`config.mk`:
```
export PLATFORM = sky130hd
export DESIGN_NAME = axi_llc_sram_req_ctrl
export DESIGN_NICKNAME = d
export VERILOG_FILES = /design/src/rtl/axi_llc_pkg.sv /design/src/rtl/axi_llc_sram_rsp_fifo.sv /design/src/rtl/axi_llc_sram_req_ctrl.sv
export SDC_FILE = /design/constraint.sdc
export NUM_CORES = 1
export LEC_CHECK = 0
export ABC_AREA = 1
export ABC_CLOCK_PERIOD_IN_PS = 10100
export CORE_AREA = 2 2 222 224
export DETAILED_ROUTE_END_ITERATION = 12
export DIE_AREA = 0 0 224 226
export PLACE_DENSITY = 0.51
export SYNTH_ARGS = -nofsm -noshare
export SYNTH_HDL_FRONTEND = slang
export SYNTH_SLANG_ARGS = --single-unit
```
`constraint.sdc`:
```
create_clock -name clk_i -period 10.1 [get_ports clk_i]
set_input_delay 2.02 -clock clk_i [delete_from_list [all_inputs] [get_ports clk_i]]
set_output_delay 2.02 -clock clk_i [all_outputs]
set_load 0.02 [all_outputs]
```
`src/rtl/axi_llc_pkg.sv`:
```
// Shared LLC SRAM helpers, so the request controller and the SRAM macro wrapper
// derive the read latency from the same output-cut count.
package axi_llc_pkg;

    function automatic int unsigned sram_rd_latency(input int unsigned num_output_cuts);
        return num_output_cuts + 32'd1;
    endfunction

endpackage

```
`src/rtl/axi_llc_sram_rsp_fifo.sv`:
```
// Non-fall-through circular response buffer: a pushed word becomes visible
// on the next cycle. Push and pop may happen in the same cycle, including when full.
module axi_llc_sram_rsp_fifo #(
    parameter int unsigned Depth     = 2,
    parameter int unsigned DataWidth = 128
) (
    input  logic                 clk_i,
    input  logic                 rst_i,
    input  logic                 push_i,
    input  logic [DataWidth-1:0] wdata_i,
    input  logic                 pop_i,
    output logic                 valid_o,
    output logic [DataWidth-1:0] rdata_o
);

    localparam int unsigned PtrWidth = (Depth > 1) ? $clog2(Depth) : 1;
    localparam int unsigned CntWidth = $clog2(Depth + 1);

    typedef logic [PtrWidth-1:0] ptr_t;

    logic [DataWidth-1:0] mem_q [Depth];
    ptr_t                 wr_ptr_q, wr_ptr_d;
    ptr_t                 rd_ptr_q, rd_ptr_d;
    logic [CntWidth-1:0]  count_q, count_d;
    logic                 full, push, pop;

    function automatic ptr_t ptr_inc(input ptr_t p);
        return (p == ptr_t'(Depth - 1)) ? '0 : p + ptr_t'(1);
    endfunction

    assign full    = (count_q == CntWidth'(Depth));
    assign valid_o = (count_q != '0);
    assign rdata_o = mem_q[rd_ptr_q];
    assign pop     = pop_i & valid_o;
    assign push    = push_i & (~full | pop);

    // NOTE: every variable gets its default first, so no path leaves one unassigned and no latch is inferred.
    always_comb begin
        wr_ptr_d = wr_ptr_q;
        rd_ptr_d = rd_ptr_q;
        count_d  = count_q;
        if (push) wr_ptr_d = ptr_inc(wr_ptr_q);
        if (pop)  rd_ptr_d = ptr_inc(rd_ptr_q);
        case ({push, pop})
            2'b10:   count_d = count_q + CntWidth'(1);
            2'b01:   count_d = count_q - CntWidth'(1);
            default: count_d = count_q;
        endcase
    end

    // NOTE: sequential state uses <= so every flop samples the pre-edge values.
    always_ff @(posedge clk_i or posedge rst_i) begin
        if (rst_i) begin
            wr_ptr_q <= '0;
            rd_ptr_q <= '0;
            count_q  <= '0;
        end else begin
            wr_ptr_q <= wr_ptr_d;
            rd_ptr_q <= rd_ptr_d;
            count_q  <= count_d;
        end
    end

    // NOTE: storage has no reset; an entry is read only after a push has written it.
    always_ff @(posedge clk_i) begin
        if (push) mem_q[wr_ptr_q] <= wdata_i;
    end

    overflow_a: assert property (@(posedge clk_i) disable iff (rst_i) !(push_i && full && !pop_i));

endmodule

```
`src/rtl/axi_llc_sram_req_ctrl.sv`:
```
// Valid/ready to SRAM req/gnt adapter. Reads are credit-limited against the response
// FIFO, so every word returning after the fixed SRAM latency has a slot waiting.
module axi_llc_sram_req_ctrl
    import axi_llc_pkg::*;
#(
    parameter  int unsigned NumWords     = 1024,
    parameter  int unsigned DataWidth    = 128,
    parameter  int unsigned ByteWidth    = 8,
    parameter  int unsigned Latency      = sram_rd_latency(0),
    parameter  int unsigned RspFifoDepth = 2,
    localparam int unsigned AddrWidth    = (NumWords > 1) ? $clog2(NumWords) : 1,
    localparam int unsigned BeWidth      = (DataWidth + ByteWidth - 1) / ByteWidth
) (
    input  logic                 clk_i,
    input  logic                 rst_i,
    input  logic                 req_valid_i,
    output logic                 req_ready_o,
    input  logic                 req_we_i,
    input  logic [AddrWidth-1:0] req_addr_i,
    input  logic [DataWidth-1:0] req_wdata_i,
    input  logic [BeWidth-1:0]   req_be_i,
    output logic                 sram_req_o,
    output logic                 sram_we_o,
    output logic [AddrWidth-1:0] sram_addr_o,
    output logic [DataWidth-1:0] sram_wdata_o,
    output logic [BeWidth-1:0]   sram_be_o,
    input  logic                 sram_gnt_i,
    input  logic [DataWidth-1:0] sram_rdata_i,
    output logic                 rsp_valid_o,
    input  logic                 rsp_ready_i,
    output logic [DataWidth-1:0] rsp_rdata_o,
    output logic                 idle_o
);

    localparam int unsigned CntWidth = $clog2(RspFifoDepth + 1);

    logic [CntWidth-1:0] cnt_q, cnt_d;
    logic [Latency-1:0]  rd_pipe_q, rd_pipe_d;
    logic [Latency:0]    rd_pipe_in;
    logic                credit_ok, rd_hs, fifo_push, fifo_pop;

    // cnt covers reads in flight plus buffered words; the pop credit is seen next cycle.
    assign credit_ok    = req_we_i | (cnt_q < CntWidth'(RspFifoDepth));
    assign sram_req_o   = req_valid_i & credit_ok;
    assign sram_we_o    = req_we_i;
    assign sram_addr_o  = req_addr_i;
    assign sram_wdata_o = req_wdata_i;
    assign sram_be_o    = req_be_i;
    assign req_ready_o  = credit_ok & sram_gnt_i;

    assign rd_hs      = req_valid_i & req_ready_o & ~req_we_i;
    assign rd_pipe_in = {rd_pipe_q, rd_hs};
    assign fifo_push  = rd_pipe_q[Latency-1];
    assign fifo_pop   = rsp_valid_o & rsp_ready_i;
    assign idle_o     = (cnt_q == '0);

    always_comb begin
        rd_pipe_d = rd_pipe_in[Latency-1:0];
        case ({rd_hs, fifo_pop})
            2'b10:   cnt_d = cnt_q + CntWidth'(1);
            2'b01:   cnt_d = cnt_q - CntWidth'(1);
            default: cnt_d = cnt_q;
        endcase
    end

    always_ff @(posedge clk_i or posedge rst_i) begin
        if (rst_i) begin
            cnt_q     <= '0;
            rd_pipe_q <= '0;
        end else begin
            cnt_q     <= cnt_d;
            rd_pipe_q <= rd_pipe_d;
        end
    end

    axi_llc_sram_rsp_fifo #(
        .Depth     (RspFifoDepth),
        .DataWidth (DataWidth)
    ) u_rsp_fifo (
        .clk_i   (clk_i),
        .rst_i   (rst_i),
        .push_i  (fifo_push),
        .wdata_i (sram_rdata_i),
        .pop_i   (fifo_pop),
        .valid_o (rsp_valid_o),
        .rdata_o (rsp_rdata_o)
    );

endmodule

```
==> results of run 1 <==
==> per-layer routing <==
metal | vias up | global-route usage (%)
met5 | - | 0.293
met4 | 0 | 4.19
met3 | 73 | 15.4
met2 | 504 | 28.3
met1 | 2989 | 12.7
li1 | 2958 | -
==> cell type report <==
cell class	instances	area [sq um]	area share, %
sequential	263	7870	56.4
multi-input combinational	411	1620	11.6
inverter	10	40.0	0.287
timing repair buffer	272	2710	19.4
clock buffer	37	756	5.42
clock inverter	15	163	1.17
tap	622	778	5.58
antenna	3	7.51	0.0539
==> cells in the final DEF, fill, tap and decap left out, types with 2 or more instances in the layout <==
| master | netlist | final |
|---|---|---|
| sky130_fd_sc_hd__a21boi_0 | 2 | 2 |
| sky130_fd_sc_hd__clkinv_1 | 0 | 3 |
| sky130_fd_sc_hd__nand3_1 | 4 | 4 |
| sky130_fd_sc_hd__inv_1 | 9 | 8 |
| sky130_fd_sc_hd__clkbuf_16 | 0 | 29 |
| sky130_fd_sc_hd__nor2_4 | 0 | 2 |
| sky130_fd_sc_hd__inv_6 | 0 | 2 |
| sky130_fd_sc_hd__diode_2 | 0 | 3 |
| sky130_fd_sc_hd__xnor2_1 | 2 | 2 |
| sky130_fd_sc_hd__clkbuf_1 | 1 | 8 |
| sky130_fd_sc_hd__buf_4 | 155 | 6 |
| sky130_fd_sc_hd__xor2_1 | 3 | 3 |
| sky130_fd_sc_hd__edfxtp_1 | 256 | 256 |
| sky130_fd_sc_hd__clkinvlp_4 | 0 | 2 |
| sky130_fd_sc_hd__clkdlybuf4s50_1 | 0 | 266 |
| sky130_fd_sc_hd__clkinv_2 | 0 | 4 |
| sky130_fd_sc_hd__nand2_1 | 389 | 389 |
| sky130_fd_sc_hd__bufinv_16 | 0 | 3 |
| sky130_fd_sc_hd__dfrtp_1 | 7 | 6 |
==> stage by stage <==
step / utilization (%) / std cells / cell area (sq um) / hold slack, ns
detailed placement: 26.9 / 1578 / 13000 / 0.511
global route: 28.8 / 1631 / 13900 / 0.536
floorplan: - / 867 / 10800 / 0.475
CTS: 28.8 / 1630 / 13900 / 0.523
global placement: 26.9 / 1578 / 13000 / 0.496
finish: 28.8 / 1633 / 13900 / 0.538
==> logic make-up (layout without fill, tap and decap cells) <==
logic type	after synthesis	after routing	synth area share [%]
AOI/OAI and AO/OA	7	7	0.428
xor gates and xnor gates	5	5	0.405
adders and majority gates	1	1	0.116
buffers and inverters	193	334	12.4
DFF	263	263	72.7
other	0	3	0
and+or+nand+nor	398	398	13.9
==> sequential cells by signal, summed over array words and instances, names as in the netlist <==
register	count
cnt_q	2
u_rsp_fifo.mem_q	256
u_rsp_fifo.rd_ptr_q	1
u_rsp_fifo.count_q	2
u_rsp_fifo.wr_ptr_q	1
fifo_push	1
==> power by group <==
| part | switching, W | total, W | internal [W] |
|---|---|---|---|
| Clock | 0.000424 | 0.00103 | 0.000605 |
| Combinational | 0.000754 | 0.00127 | 0.000519 |
| Sequential | 0.0000702 | 0.00135 | 0.00128 |
==> worst max-delay path, cell delays in order (launching register included) <==
cell and delay, ns:
sky130_fd_sc_hd__dfrtp_4 0.75, sky130_fd_sc_hd__inv_4 0.62, sky130_fd_sc_hd__buf_4 0.75, sky130_fd_sc_hd__nand2_1 0.10
sky130_fd_sc_hd__nand2_1 0.15, sky130_fd_sc_hd__clkdlybuf4s50_1 0.62
==> path summary, 6_finish.rpt <==
kind / endpoint / slack [ns] / startpoint / cells after the start
worst max-delay path: rsp_rdata_o[11] / 4.32 / u_rsp_fifo.rd_ptr_q / 5
worst min-delay path: cnt_q[0] / 0.54 / cnt_q[0] / 1
worst max register to register: u_rsp_fifo.mem_q[1][52] / 7.24 / u_rsp_fifo.count_q[0] / 6
worst min register to register: cnt_q[0] / 0.54 / cnt_q[0] / 1
max in group asynchronous: u_rsp_fifo.rd_ptr_q / 8.15 / rst_i / 2
min in group asynchronous: cnt_q[0] / 1.70 / rst_i / 2
==> results.md, run 1 <==
- In the synthesized netlist the dominant register cell turns out to be sky130_fd_sc_hd__edfxtp_1.
- Summed over all nets, wire length on met3 after detailed routing comes to 9350 um.
- Summed over all instances, the cell type with the most area after synthesis is sky130_fd_sc_hd__edfxtp_1.
- Of the available clock period, the critical path in the final layout requires 57.3%.
- The topmost layer with routed signal wires is met4.
- After filler insertion, the fill cell instance count of the layout stands at 4,947.
- The DRC violation count after routing is 0.
- Counting every net in the synthesized netlist gives 1,156.
- Clock tree synthesis inserted a total of 29 buffers.
- The setup skew after layout is 0.00714 ns.
- In this run, synthesis inferred 256 flip-flops with an integrated enable.
- No sink is reached through more buffers than the 3 on the longest clock path.
- TritonCTS built the clock tree.
- The maximum ir drop on the vdd rail is 0.000129 V.
- Setup repair after global routing left no endpoint under its margin.
- The layout cell share with drive strength beyond 1 is 5.36%.
- The final critical-path required period is 5.78 ns.
- By area the synthesized netlist is led by sky130_fd_sc_hd__edfxtp_1 (71%), sky130_fd_sc_hd__nand2_1 (14%), sky130_fd_sc_hd__buf_4 (11%).
- Gates resized during post-CTS repair numbered 0.
- The clock-pin slew on the worst setup and hold paths is 0.06 ns.
- STA classifies the critical path startpoint as a flop.
- In this run, distinct cell masters in the synthesized netlist total 21.
- The placed wire-length estimate after detailed placement is 34,100 um.
- The worst path required time is 8.08 ns.
- The met1 layer wirelength in the final routing is 11,200 um.
- The cell with the most instances after synthesis is sky130_fd_sc_hd__nand2_1.
- Of the post-synthesis cell area, the dominant cell type holds 71.1%.
- The floorplan step defined a core boundary enclosing 48,300 sq um.
- The fraction of synthesis flops using an asynchronous set or reset pin is 2.66%.
- The final number of setup-violating endpoints is 0.
- The wire length after detailed routing is 43,400 um.
- The met2 wire length is 21,900 um.
- The design draws 0.00365 W.
- The number of placement rows is 81.
- The insertion delay of the later-clocked pin in the worst-skew pair is 0.56 ns.
- The actual slew at the worst max-slew pin is 1.02 ns.
- The final max-slew violation count is 0.
- At the end of the flow, the number of nets in the layout was 1,276.
- In this run, the number of DRC markers left after iteration 0 of detailed routing was 374.
- For this run the aggregate overflow at the end of global routing stands at 0.
- For this design the ratio of total power to cell area is 262 nW/um^2.
- Entering global routing, the biggest net connects 71 pins.
- By count the netlist is led by sky130_fd_sc_hd__nand2_1 (389), sky130_fd_sc_hd__edfxtp_1 (256), sky130_fd_sc_hd__buf_4 (155), sky130_fd_sc_hd__buf_2 (27), sky130_fd_sc_hd__inv_1 (9).
- The number of antenna violations at the first check in global routing is 10.
- The class of the tightest hold or removal check is flop to flop.
- The via-per-instance ratio is 4.00.
- The number of setup buffers added after CTS is 0.
- The all-layer global routing usage is 16.2%.
- The analysis attributes to cell leakage a power of 5.15 nW.
- The first detailed-routing pass ran for 4 iterations.
- The routability congestion estimate from global placement is 0.803.
- Headroom to the max-slew limit came out at 31.9%.
- The clock sink count is 263.
- The number of storage elements in the synthesis netlist is 263.
- The mean routed wirelength per cell is 26.6 um.
- The number of failing hold endpoints at the final stage was 0.
- The max-cap violation count is 0.
- Timing would allow up to 0.173 GHz.
- The total via count after detailed routing is 6,524.
- During synthesis, Yosys emitted a total of 0 warnings.
- The run finished with clean final reports.
- The via count of the first global-routing pass is 6,274.
- The synthesis-to-layout area growth is 29.0%.
- The number of I/O pins is 575.
- The worst setup path category is flop to primary output.
- The pre-CTS worst setup slack is 4.60 ns.
- The first global-routing pass estimated 56,000 um of wire.
- The horizontal die dimension is 224 um.
- The gate count of the mapped netlist is 867.
- The smallest setup slack after layout is 4.32 ns.
- The floorplan step defined a die boundary enclosing 50,600 sq um.
- The sequential area share after synthesis is 72.7%.
- The total negative slack for setup checks is 0 ns.
- At the worst endpoint, the arrival time is 3.76 ns.
- Along the worst path, the maximum fanout reaches 68.
- The root buffer cell chosen for the clock tree is sky130_fd_sc_hd__clkbuf_16.
- Port buffering added 266 buffers.
- The post-cts hold buffer count is 0.
- In this run the remaining antenna-violating nets after routing total 0.
- Measured along the y axis, the die boundary spans 226 um.
- Averaged over all synthesized cells, the footprint is 12.5 sq um.
- For this configuration, the core starts out at a cell density of 22.4%.
- The category of the worst setup path capture point is a primary output.
- The cell area that synthesis handed to floorplanning was 10,800 sq um.
- In this run the number of H-tree levels came out at 1.
No activity file was read; power rests on OpenSTA's default activity.
==> run 2: changes to the inputs <==
--- a/config.mk
+++ b/config.mk
@@ -6,11 +6,11 @@
 export NUM_CORES = 1
 export LEC_CHECK = 0
 export ABC_AREA = 1
-export ABC_CLOCK_PERIOD_IN_PS = 10100
+export ABC_CLOCK_PERIOD_IN_PS = 5300
 export CORE_AREA = 2 2 222 224
 export DETAILED_ROUTE_END_ITERATION = 12
 export DIE_AREA = 0 0 224 226
-export PLACE_DENSITY = 0.51
+export PLACE_DENSITY = 0.53
 export SYNTH_ARGS = -nofsm -noshare
 export SYNTH_HDL_FRONTEND = slang
 export SYNTH_SLANG_ARGS = --single-unit
==> constraint.sdc (replaced) <==
create_clock -name clk_i -period 5.3 [get_ports clk_i]
set_input_delay 1.06 -clock clk_i [delete_from_list [all_inputs] [get_ports clk_i]]
set_output_delay 1.06 -clock clk_i [all_outputs]
set_load 0.02 [all_outputs]
==> results.md, run 2 (same netlist as run 1, synthesis figures left out) <==
- The clock tree from TritonCTS is done (unchanged).
- The insertion delay of the later-clocked pin in the worst-skew pair was 0.56 ns (about the same).
- The category of the worst setup path capture point is a primary output (unchanged).
- The critical path data arrival time is 2.95 ns (was 3.76 ns).
- The die footprint is 50,600 sq um (unchanged).
- Unrepaired setup endpoints after global routing: no (unchanged).
- The post-CTS setup buffer count is 0 (unchanged).
- The number of DRC markers in iteration 0 was 255 (was 374).
- The worst setup path category was flop to primary output (unchanged).
- The worst path uses 75.7% of the clock period.
- The post-cts hold buffer count is 0 (unchanged).
- The root buffer cell was sky130_fd_sc_hd__clkbuf_16 (unchanged).
- The synthesis-to-layout area growth was 29.4% (was 29.0%).
- The post-cts repair resize count is 0 (unchanged).
- The routability congestion estimate from global placement was 0.815 (was 0.803).
- The largest fanout on the critical path is 72 (was 68).
- The number of iterations in the first detailed-routing pass is 4 (unchanged).
- Subtracting the final worst setup slack from the clock period gives 4.01 ns.
- The wire length after detailed routing was 44,300 um (was 43,400 um).
- The count of input and output buffers is 266 (unchanged).
- The delay of the slowest cell on the worst path is 0.62 ns (was 0.75 ns).
- The total via count after detailed routing is 6,504 (was 6,524).
- The register with the highest flop count is u_rsp_fifo.mem_q (unchanged).
- The clock-pin slew on the worst setup and hold paths is 0.06 ns (about the same).
- The actual slew at the worst max-slew pin is 1.03 ns (was 1.02 ns).
- The die outline height is 226 um (unchanged).
- The worst path required time is 4.24 ns (was 8.08 ns).
- The all-layer global routing usage is 16.6% (was 16.2%).
- Biggest regs: u_rsp_fifo.mem_q: 256 flops, cnt_q: 2 flops, u_rsp_fifo.count_q: 2 flops (unchanged).
- The cell area after placement was 13,000 sq um (about the same).
- The most frequent standard cell in the layout excluding fill and tap cells is sky130_fd_sc_hd__nand2_1 (unchanged).
- The number of antenna violations at the first check in global routing is 6 (was 10).
- The DRC violation count after routing was 0 (unchanged).
- The area inside the core boundary is 48,300 sq um (unchanged).
- The number of failing hold endpoints at the final stage is 0 (unchanged).
- The layout cell share with drive strength beyond 1 is 6.11% (was 5.36%).
- The most common cell type on the critical path is sky130_fd_sc_hd__nand2_1 (unchanged).
- The clock sink count is 263 (unchanged).
- The startpoint type of the worst setup path was a flop (unchanged).
- The number of placed cells counting well taps is 1,581 (was 1,578).
- The mean routed wirelength per cell came to 27.0 um (was 26.6 um).
- The via-per-instance ratio is 3.96 (was 4.00).
- The buffer depth of the longest clock path is 3 (unchanged).
- The starting density of the core was 22.4% (unchanged).
- The gate family responsible for the most delay along the worst path is buffers and inverters (unchanged).
- The class of the tightest hold or removal check is flop to flop (unchanged).
- The overall power consumption was 0.00700 W (was 0.00365 W).
- The max-cap violation count is 0 (unchanged).
- The final layout net count was 1,280 (was 1,276).
- The maximum ir drop on the vdd rail came to 0.000278 V (was 0.000129 V).
- The flip-flop count of the largest register, all copies and words added is 256 (unchanged).
- The register area is 7870 sq um (unchanged).
- Leading cell types in the layout, fill and taps excluded: sky130_fd_sc_hd__nand2_1 (389), sky130_fd_sc_hd__clkdlybuf4s50_1 (266), sky130_fd_sc_hd__edfxtp_1 (256) (unchanged).
- The clock buffer count from CTS was 30 (was 29).
- The count of non-filler cells in the finished layout is 1,641 (was 1,633).
- The number of I/O pins came to 575 (unchanged).
- The depth of the CTS H-tree is 1 (unchanged).
- The setup skew after layout is 0.0186 ns (was 0.00714 ns).
- The highest-delay cell along the critical path was sky130_fd_sc_hd__inv_4 (was sky130_fd_sc_hd__dfrtp_4).
- The placed wire-length estimate after detailed placement is 34,900 um (was 34,100 um).
- The leakage power is 5.18 nW (was 5.15 nW).
- The remaining antenna violation count after routing is 0 (unchanged).
- The via count of the first global-routing pass is 6,565 (was 6,274).
- The total global routing overflow was 0 (unchanged).
- The horizontal die dimension is 224 um (unchanged).
- The number of fill cells is 4,926 (was 4,947).
- The final max-slew violation count is 0 (unchanged).
- For this run, the top clock speed supported by timing is 0.249 GHz.
- The largest net degree at the start of global routing is 74 (was 71).
- The areal power density over the cells is 500 nW/um^2 (was 262 nW/um^2).
- Outcome: complete, no violations (unchanged).
- The multi-input logic area is 1620 sq um (unchanged).
- The normalized max-slew margin was 31.6% (was 31.9%).
- Chain of cells forming the critical path: inv_4, buf_4, nand2_1, nand2_1, clkdlybuf4s50_1 (unchanged).
- The post-route cell area is 14,000 sq um (was 13,900 sq um).
- The number of placement rows is 81 (unchanged).
- The final number of setup-violating endpoints is 0 (unchanged).
- The number of buffer and inverter instances along the worst setup path is 3 (unchanged).
- The first-pass GRT wire length is 57,200 um (was 56,000 um).
[run 2: cell types whose count changed in the layout (fill, tap and decap cells not counted), sizes merged]
cell / before / now
diode: 3 / 4
inv: 12 / 11
clkinv: 8 / 15
bufinv: 3 / 1
buf: 6 / 9
[run 2: layout make-up]
| class | count | area share, % |
|---|---|---|
| flip-flops and latches | 263 | 56.2 |
| clock buffers | 37 | 5.71 |
| diodes | 4 | 0.0716 |
| repair buffers | 275 | 19.6 |
| inverters | 10 | 0.286 |
| well taps | 622 | 5.56 |
| clock inverters | 19 | 0.939 |
| multi-input cells | 411 | 11.6 |
[run 2: through the flow]
step	TNS (ns)	setup slack (ns)	utilization (%)	hold slack (ns)
CTS	0	1.18	28.9	0.527
finish	0	1.29	28.9	0.520
detailed placement	0	1.77	27.0	0.517
global route	0	1.08	28.9	0.567
global placement	0	1.72	27.0	0.494
floorplan	-453.15	-1.77	-	0.475
[run 2: path summary, 6_finish.rpt]
kind | startpoint | to | slack, ns | cells after the start
max | u_rsp_fifo.rd_ptr_q | rsp_rdata_o[39] | 1.29 | 5
min | cnt_q[0] | cnt_q[0] | 0.52 | 1
max reg2reg | u_rsp_fifo.count_q[0] | u_rsp_fifo.mem_q[1][32] | 3.15 | 5
min reg2reg | cnt_q[0] | cnt_q[0] | 0.52 | 1
max in group asynchronous | rst_i | u_rsp_fifo.rd_ptr_q | 4.31 | 2
min in group asynchronous | rst_i | u_rsp_fifo.rd_ptr_q | 0.74 | 2
[run 2: power by group]
group	internal [W]	leakage (nW)	switching, W
registers	0.00244	2.40	0.0000518
logic	0.00100	2.33	0.00155
clock network	0.00112	0.458	0.000841
total	0.00456	5.18	0.00244
[run 2: routing by layer]
metal / global-route usage (%) / routed length, um
met3: 14.2 / 8670
met5: 0 / 13
met1: 12.4 / 11200
met2: 31.0 / 23500
met4: 4.11 / 962
[run 2: worst register-to-register path: stages (launching register included)]
cell and delay, ns:
sky130_fd_sc_hd__dfrtp_1 0.41, sky130_fd_sc_hd__inv_2 0.08, sky130_fd_sc_hd__nand2_1 0.09, sky130_fd_sc_hd__o21ai_2 0.11, sky130_fd_sc_hd__nor2_4 0.44, sky130_fd_sc_hd__buf_4 0.61
==> run 3: changes to the inputs <==
--- a/config.mk
+++ b/config.mk
@@ -6,11 +6,11 @@
 export NUM_CORES = 1
 export LEC_CHECK = 0
 export ABC_AREA = 1
-export ABC_CLOCK_PERIOD_IN_PS = 5300
+export ABC_CLOCK_PERIOD_IN_PS = 3890
 export CORE_AREA = 2 2 222 224
 export DETAILED_ROUTE_END_ITERATION = 12
 export DIE_AREA = 0 0 224 226
-export PLACE_DENSITY = 0.53
+export PLACE_DENSITY = 0.51
 export SYNTH_ARGS = -nofsm -noshare
 export SYNTH_HDL_FRONTEND = slang
 export SYNTH_SLANG_ARGS = --single-unit
==> constraint.sdc (replaced) <==
create_clock -name clk_i -period 3.89 [get_ports clk_i]
set_input_delay 0.778 -clock clk_i [delete_from_list [all_inputs] [get_ports clk_i]]
set_output_delay 0.778 -clock clk_i [all_outputs]
set_load 0.02 [all_outputs]
==> results.md, run 3 (same netlist as run 1, synthesis figures left out) <==
- Outcome: complete, no violations (unchanged).
- The number of failing hold endpoints at the final stage is 0 (unchanged).
- Leading cell types in the layout, fill and taps excluded: sky130_fd_sc_hd__nand2_1 (389), sky130_fd_sc_hd__clkdlybuf4s50_1 (265), sky130_fd_sc_hd__edfxtp_1 (256) (was sky130_fd_sc_hd__nand2_1 (389), sky130_fd_sc_hd__clkdlybuf4s50_1 (266), sky130_fd_sc_hd__edfxtp_1 (256)).
- The category of the worst setup path capture point is a primary output (unchanged).
- The post-cts repair resize count is 0 (unchanged).
- The global routing met3 resource utilization is 14.2% (about the same).
- Chain of cells forming the critical path: inv_4, buf_4, nand2_1, nand2_1, clkdlybuf4s50_1 (unchanged).
- The cell area after placement came to 13,200 sq um (was 13,000 sq um).
- Unrepaired setup endpoints after global routing: no (unchanged).
- The normalized max-slew margin came to 54.4% (was 31.6%).
- The final layout net count is 1,287 (was 1,280).
- The number of I/O pins is 575 (unchanged).
- The part of the power in the clock network was 28.4% (was 28.0%).
- The highest-utilization routing layer at the global route stage is met2 (unchanged).
- The most frequent standard cell in the layout excluding fill and tap cells is sky130_fd_sc_hd__nand2_1 (unchanged).
- The horizontal die dimension is 224 um (unchanged).
- Dividing the final minimum period by the clock period gives 88.6%.
- The worst hold slack is 0.469 ns (was 0.520 ns).
- The wire length after detailed routing is 43,300 um (was 44,300 um).
- The worst setup path category was flop to primary output (unchanged).
- The number of antenna violations at the first check in global routing was 1 (was 6).
- The routability congestion estimate from global placement is 0.818 (was 0.815).
- The synthesis-to-layout area growth is 31.4% (was 29.4%).
- Biggest regs: u_rsp_fifo.mem_q: 256 flops, cnt_q: 2 flops, u_rsp_fifo.count_q: 2 flops (unchanged).
- The number of placement rows was 81 (unchanged).
- The buffer depth of the longest clock path was 3 (unchanged).
- The antenna diode count is 0 (was 4).
- The most common cell type on the critical path is sky130_fd_sc_hd__nand2_1 (unchanged).
- The setup skew after layout was 0.0129 ns (was 0.0186 ns).
- The critical path data arrival time is 2.67 ns (was 2.95 ns).
- The die outline height was 226 um (unchanged).
- The highest-delay cell along the critical path is sky130_fd_sc_hd__clkdlybuf4s50_1 (was sky130_fd_sc_hd__inv_4).
- The pre-CTS worst setup slack is 0.864 ns (was 1.77 ns).
- The DRC violation count after routing came to 0 (unchanged).
- The via-per-instance ratio is 3.95 (was 3.96).
- The max-cap violation count is 0 (unchanged).
- The maximum ir drop on the vdd rail is 0.000400 V (was 0.000278 V).
- The post-route cell area is 14,200 sq um (was 14,000 sq um).
- The area inside the core boundary is 48,300 sq um (unchanged).
- The total global routing overflow is 0 (unchanged).
- The cell count of the worst reg-to-reg path is 5 (unchanged).
- The final max-slew violation count came to 0 (unchanged).
- The cell-internal power is 0.00640 W (was 0.00456 W).
- The total negative slack for setup checks is 0 ns (unchanged).
- The root buffer cell is sky130_fd_sc_hd__clkbuf_16 (unchanged).
- The startpoint type of the worst setup path is a flop (unchanged).
- The number of iterations in the first detailed-routing pass is 5 (was 4).
- The first-pass GRT wire length came to 56,200 um (was 57,200 um).
- The layout cell share with drive strength beyond 1 is 6.56% (was 6.11%).
- The clock sink count is 263 (unchanged).
- The highest clock frequency the design can meet is 0.290 GHz.
- The total via count after detailed routing is 6,494 (was 6,504).
- The areal power density over the cells is 683 nW/um^2 (was 500 nW/um^2).
- The starting density of the core is 22.4% (unchanged).
- The remaining antenna violation count after routing is 0 (unchanged).
- The mean routed wirelength per cell is 26.4 um (was 27.0 um).
- The all-layer global routing usage is 16.2% (was 16.6%).
- The largest net degree at the start of global routing is 129 (was 74).
- The worst path required time is 3.11 ns (was 4.24 ns).
- The delay of the slowest cell on the worst path was 0.62 ns (about the same).
- The depth of the CTS H-tree is 1 (unchanged).
- The clock buffer count from CTS is 30 (unchanged).
- The smallest setup slack after layout is 0.444 ns (was 1.29 ns).
- The number of DRC markers in iteration 0 is 267 (was 255).
- The register with the highest flop count is u_rsp_fifo.mem_q (unchanged).
- The sequential fraction of design power came to 35.1% (was 35.6%).
- The final critical-path required period is 3.45 ns.
- The placed wire-length estimate after detailed placement was 34,600 um (was 34,900 um).
- The actual slew at the worst max-slew pin was 0.685 ns (was 1.03 ns).
- The insertion delay of the later-clocked pin in the worst-skew pair is 0.55 ns (was 0.56 ns).
- The class of the tightest hold or removal check is input port to async pin (was flop to flop).
- The leakage power is 5.27 nW (was 5.18 nW).
- The die footprint came to 50,600 sq um (unchanged).
- The post-CTS setup buffer count is 0 (unchanged).
- The final number of setup-violating endpoints came to 0 (unchanged).
- The global routing usage on met1 was 12.7% (was 12.4%).
- The met2 usage was 29.0% (was 31.0%).
- The switching power is 0.00330 W (was 0.00244 W).
- The switching share of total power is 34.0% (was 34.9%).
- The logic gate share of total power is 36.5% (was 36.4%).
- The count of input and output buffers is 266 (unchanged).
- The flip-flop count of the largest register, all copies and words added is 256 (unchanged).
- The via count of the first global-routing pass is 6,456 (was 6,565).
- The clock tree from TritonCTS is done (unchanged).
- The largest fanout on the critical path is 46 (was 72).
- The clock-pin slew on the worst setup and hold paths is 0.06 ns (about the same).
- The post-cts hold buffer count is 0 (unchanged).
## run 3: routing by layer
layer / wire length, um / share of wire, %
met1: 11500 / 26
met2: 22000 / 51
met3: 8600 / 20
met4: 1210 / 2.8
met5: 13 / 0.030
## run 3: power by group through the flow
stage	Combinational (W)	Clock, W	Sequential (W)
after floorplan	0.00200	0	0.00345
after CTS	0.00364	0.00286	0.00340
after global routing	0.00382	0.00295	0.00342
after global placement	0.00361	0	0.00345
after detailed placement	0.00362	0	0.00346
final	0.00354	0.00275	0.00340
## run 3: final cells by class
class | count | area, sq um
Clock buffer | 40 | 850
Multi-Input combinational cell | 411 | 1620
Clock inverter | 15 | 125
Sequential cell | 263 | 7870
Tap cell | 622 | 778
Inverter | 10 | 40.0
Timing Repair Buffer | 282 | 2920
Fill cell | 4895 | 34100
## run 3: worst paths after layout
check | from | endpoint | slack (ns)
max | u_rsp_fifo.rd_ptr_q | rsp_rdata_o[44] | 0.44
min | rst_i | cnt_q[0] | 0.47
max reg2reg | u_rsp_fifo.count_q[0] | u_rsp_fifo.mem_q[1][8] | 2.00
min reg2reg | cnt_q[0] | cnt_q[0] | 0.52
max in group asynchronous | rst_i | u_rsp_fifo.rd_ptr_q | 3.16
min in group clk_i | cnt_q[0] | cnt_q[0] | 0.52
## run 3: metrics by stage
step                power [W]  util, %  cells
floorplan             0.00545        -    867
global placement      0.00707     27.4   1588
detailed placement    0.00708     27.4   1588
CTS                   0.00990     29.4   1643
global route           0.0102     29.4   1643
finish                0.00969     29.4   1643
## run 3: critical path, delay by kind of cell (launching register included)
kind          cells  cell delay (ns)
buf+inv           3             1.40
flops             1             0.50
simple gates      2             0.16
